--- src/rtl/echo_indication_input.sv ---
// Receive-side endpoint of the Echo indication channel: decodes packed pipe messages
// and replays valid ones as heard(meth, v) calls through a 2-entry FIFO.
module echo_indication_input #(
  parameter logic [31:0] HEARD_TAG = 32'd1
) (
  input  logic        CLK,
  input  logic        nRST,
  input  logic        enq__ENA,
  input  logic [95:0] enq_v,
  output logic        enq__RDY,
  output logic        heard__ENA,
  output logic [31:0] heard_meth,
  output logic [31:0] heard_v,
  input  logic        heard__RDY,
  output logic [15:0] drop_count
);

  logic [31:0] r_meth [2];
  logic [31:0] r_v    [2];
  logic [1:0]  r_count;
  logic        r_wptr;
  logic        r_rptr;
  logic [15:0] r_drop;

  logic w_enq_fire;
  logic w_tag_ok;
  logic w_push;
  logic w_bad;
  logic w_pop;

  // Readiness comes from registered occupancy only, so the pipe never sees heard__RDY.
  assign enq__RDY   = (r_count != 2'd2);
  assign heard__ENA = (r_count != 2'd0);
  assign heard_meth = r_meth[r_rptr];
  assign heard_v    = r_v[r_rptr];
  assign drop_count = r_drop;

  assign w_enq_fire = enq__ENA && enq__RDY;
  assign w_tag_ok   = (enq_v[31:0] == HEARD_TAG);
  assign w_push     = w_enq_fire && w_tag_ok;
  assign w_bad      = w_enq_fire && !w_tag_ok;
  assign w_pop      = heard__ENA && heard__RDY;

  always_ff @(posedge CLK or negedge nRST) begin
    if (!nRST) begin
      r_meth[0] <= '0;
      r_meth[1] <= '0;
      r_v[0]    <= '0;
      r_v[1]    <= '0;
    end else if (w_push) begin
      r_meth[r_wptr] <= enq_v[63:32];
      r_v[r_wptr]    <= enq_v[95:64];
    end
  end

  always_ff @(posedge CLK or negedge nRST) begin
    if (!nRST) begin
      r_count <= 2'd0;
      r_wptr  <= 1'b0;
      r_rptr  <= 1'b0;
    end else begin
      if (w_push) r_wptr <= ~r_wptr;
      if (w_pop)  r_rptr <= ~r_rptr;
      case ({w_push, w_pop})
        2'b10:   r_count <= r_count + 2'd1;
        2'b01:   r_count <= r_count - 2'd1;
        default: r_count <= r_count;
      endcase
    end
  end

  always_ff @(posedge CLK or negedge nRST) begin
    if (!nRST) begin
      r_drop <= '0;
    end else if (w_bad && (r_drop != 16'hFFFF)) begin
      r_drop <= r_drop + 16'd1;
    end
  end

endmodule

--- config.mk ---
export PLATFORM = sky130hd
export DESIGN_NAME = echo_indication_input
export DESIGN_NICKNAME = d
export VERILOG_FILES = /design/src/rtl/echo_indication_input.sv
export SDC_FILE = /design/constraint.sdc
export NUM_CORES = 1
export LEC_CHECK = 0
export ABC_AREA = 1
export CAP_MARGIN = 20
export CORE_ASPECT_RATIO = 2
export CORE_MARGIN = 3
export CORE_UTILIZATION = 30
export CTS_CLUSTER_SIZE = 25
export DETAILED_ROUTE_END_ITERATION = 7
export GPL_TIMING_DRIVEN = 0
export PLACE_DENSITY = 0.57
export SLEW_MARGIN = 20
export SYNTH_ARGS = -nofsm -noshare
export SYNTH_HDL_FRONTEND = slang
export SYNTH_SLANG_ARGS = --single-unit
--- constraint.sdc ---
create_clock -name CLK -period 2.32 [get_ports CLK]
set_clock_uncertainty 0.05 [all_clocks]
set_input_delay 0.58 -clock CLK [delete_from_list [all_inputs] [get_ports CLK]]
set_output_delay 0.58 -clock CLK [all_outputs]
set_load 0.005 [all_outputs]
==> out/qor.yml, run 1 <==
global_route:
  grtUsageTotal_pct: 19.8
  grt_overflow: 0
  grt_antenna_before_repair: 1
  grt_first_pass_wirelength_mm: 42.1
  first_global_vias: 7607
  grt_max_degree: 92
placed_design:
  place_area_um2: 9880
  dpl.hpwl_mm: 20.1
  placed_cells: 1540
  routabilityCongestion: 0.854
  portBuffers: 181
route:
  post_drt_wl_per_cell_um: 17.2
  num_vias: 7602
  drtIter0Drc: 463
  drt-pass1-iter-count: 5
  wl_mm: 27.3
  ant_nets: 0
  viasPerCell: 4.78
  drc: 0
sta:
  setup_viol: 28
  period_needed_ns: 2.38
  fin_ws_ns: -0.0587
  grt_setup_unrepaired: "true"
  slew_headroom_pct: 58.1
  timing.hold.ws_ns: 0.0151
  drv_slew: 0
  tightest_slew_ns: 0.629
  final.period_utilization_pct: 103
  max_freq_mhz: 420
  finalHoldViolCount: 0
synth:
  ys_types: 24
  synth_top_area_cell: "dfrtp_1"
  synth-seq-area-share_pct: 48.6
  netlist_area_um2: 7620
  yosysMostFrequentCell: "nand2_1"
  ys_async_sr_fraction_pct: 100
  synth_area_leaders: "dfrtp_1 (49%), nand2_1 (27%), nand4_1 (12%)"
  synth_warnings: 0
  synth_top_area_share_pct: 48.6
  synth_edf_count: 0
  ys.flop_type: "dfrtp_1"
  syn_area_per_cell_um2: 7.43
  ys_seq_elements: 148
  netlist_instances: 1026
  syn_nets: 1128
  synthTopCellsByCount: "nand2_1 (542), dfrtp_1 (148), nand4_1 (142)"
clocking:
  htreeDepth: 4
  cts_tree: "done"
  clock-sinks: 148
  clk_root_buffer_cell: "clkbuf_16"
  path_clk_slew_ns: 0.06
  cts_buffers: 17
  insertion_delay_ns: 0.45
  clk_path_buf_depth: 2
die:
  die_h_um: 231
  num_rows: 81
  fp.dieW_um: 119
  initial_utilization_pct: 30.8
  coreArea_um2: 24700
  boundaryPins: 182
  die_area_um2: 27500
setup_path:
  critPathRequiredTime_ns: 1.69
  crit_path_start_kind: "flop"
  critPathLaunch: "r_rptr$_DFFE_PN0P_"
  r2r_cells: 9
  crit_path_frequent_cell: "nand2_1"
  cp_cell_sequence: "inv_2 > buf_4 > nand2_1 > nand2_1 > clkdlybuf4s50_1"
  worstPathArrival_ns: 1.75
  cp_max_fo: 10
  reg2reg_from: "r_count[0]$_DFFE_PN0P_"
  worstSetupEndpointType: "primary output"
  cp_slowest_cell: "clkdlybuf4s50_1"
  crit_type: "reg2out"
  critPathMaxStageDelay_ns: 0.51
finish:
  drive_gt1_share_pct: 12.3
  utilization_pct: 43.6
  instances_no_fill: 1589
  fin_nets: 1348
  n_fill_cell: 2600
  final_area_um2: 10800
  syn2layout_area_growth_pct: 41.5
  antenna_cells: 0
pwr:
  ir_drop_v: 0.000390
  switching_share_pct: 30.7
  power.internal_mw: 5.45
  sequentialPowerShare_pct: 34.8
  power_density_nw_per_um2: 730
  power_mw: 7.86
  p_sw_mw: 2.42
  clkPwrFrac_pct: 36.0
  leakage_nw: 5.82
  p_comb_share_pct: 29.2
min_path:
  hp-class: "in2async"
run_status:
  violations: "setup timing"
  status: "finished with violations"
flow_run:
  maxCapViolCount: 0
logic make-up (layout without fill, tap and decap cells):
group,after synthesis,count (layout),share of synthesized area [%]
buffers and inverters,108,339,6.75
DFF,148,148,48.6
AOI/OAI and AO/OA,3,3,0.197
xor gates and xnor gates,10,10,1.15
and+or+nand+nor,755,755,43.0
adders and majority gates,2,2,0.328
layout by cell type (no fill, tap or decap), types with 14 or more instances in the layout:
master           instances
nand2_1                528
dfrtp_1                148
nand4_1                142
clkdlybuf4s50_1        123
nor2_1                  45
inv_1                   33
buf_2                   29
buf_4                   25
clkbuf_16               22
dlygate4sd2_1           20
clkbuf_2                16
nand2_2                 14
clkbuf_1                14
layout make-up:
type                       instances  area (µm²)  share of cell area [%]
buffer                            69         499                    4.63
clock buffer                      21         460                    4.27
clock inverter                     9         130                    1.21
inverter                          35         131                    1.22
multi-input combinational        770        3450                    32.0
sequential                       148        3700                    34.4
tap                              332         415                    3.85
timing repair buffer             205        1990                    18.4
per-stage QoR:
step,setup WS [ns],TNS [ns]
floorplan,0.170,0
global placement,-5.83,-901.63
detailed placement,-0.711,-41.97
CTS,-0.210,-1.95
global route,-0.124,-3.14
finish,-0.0587,-0.757
flip-flops by register name (all words and copies together), names as in the netlist:
register    cells
drop_count     16
r_wptr          1
r_rptr          1
r_meth         64
r_count         2
r_v            64
per-layer routing:
| layer | vias to the layer above | routed length [µm] | share of wire, % | track usage (%) |
|---|---|---|---|---|
| li1 | 3758 | - | - | - |
| met1 | 3609 | 9860 | 36 | 20.5 |
| met2 | 191 | 15500 | 57 | 38.4 |
| met3 | 42 | 1200 | 4.4 | 4.18 |
| met4 | 2 | 685 | 2.5 | 7.07 |
| met5 | - | 13 | 0.048 | 0 |
critical path, delay by kind of cell (launching register included):
kind          cells  cell delay (ns)
flops             1             0.41
simple gates      2             0.14
buf+inv           3             0.76
power by group through the flow:
| stage | clock [mW] | sequential [mW] | combinational (mW) |
|---|---|---|---|
| final | 2.83 | 2.74 | 2.30 |
| after CTS | 2.88 | 2.74 | 1.99 |
| after global placement | 0 | 2.78 | 1.55 |
| after global routing | 2.97 | 2.75 | 2.45 |
| after detailed placement | 0 | 2.78 | 1.56 |
| after floorplan | 0 | 2.76 | 0.747 |
final timing paths:
| path | to | slack [ns] |
|---|---|---|
| min | r_count[1]$_DFFE_PN0P_ | 0.02 |
| min reg2reg | r_v[21]$_DFFE_PN0P_ | 0.42 |
| max | heard_meth[7] | -0.06 |
| max in group asynchronous | r_v[36]$_DFFE_PN0P_ | 1.35 |
| min in group CLK | r_v[21]$_DFFE_PN0P_ | 0.42 |
| max reg2reg | r_count[1]$_DFFE_PN0P_ | 0.26 |
repair_timing:
action / in CTS / in global routing
gates resized for setup: 144 / 63
cloned: 1 / 5
setup endpoints to repair: 65 / 35
hold buffers: 0 / 0
endpoints found under the hold margin: 0 / 0
setup buffers: 8 / 9
pin swaps: 1 / 0
Power figures use the tool's default switching activity.
==> run 2, diff against run 1 <==
Settings changed: ABC_CLOCK_PERIOD_IN_PS set to 2320.
==> results of run 2 <==
The final DEF is identical to that of run 1; final timing and power are the same.
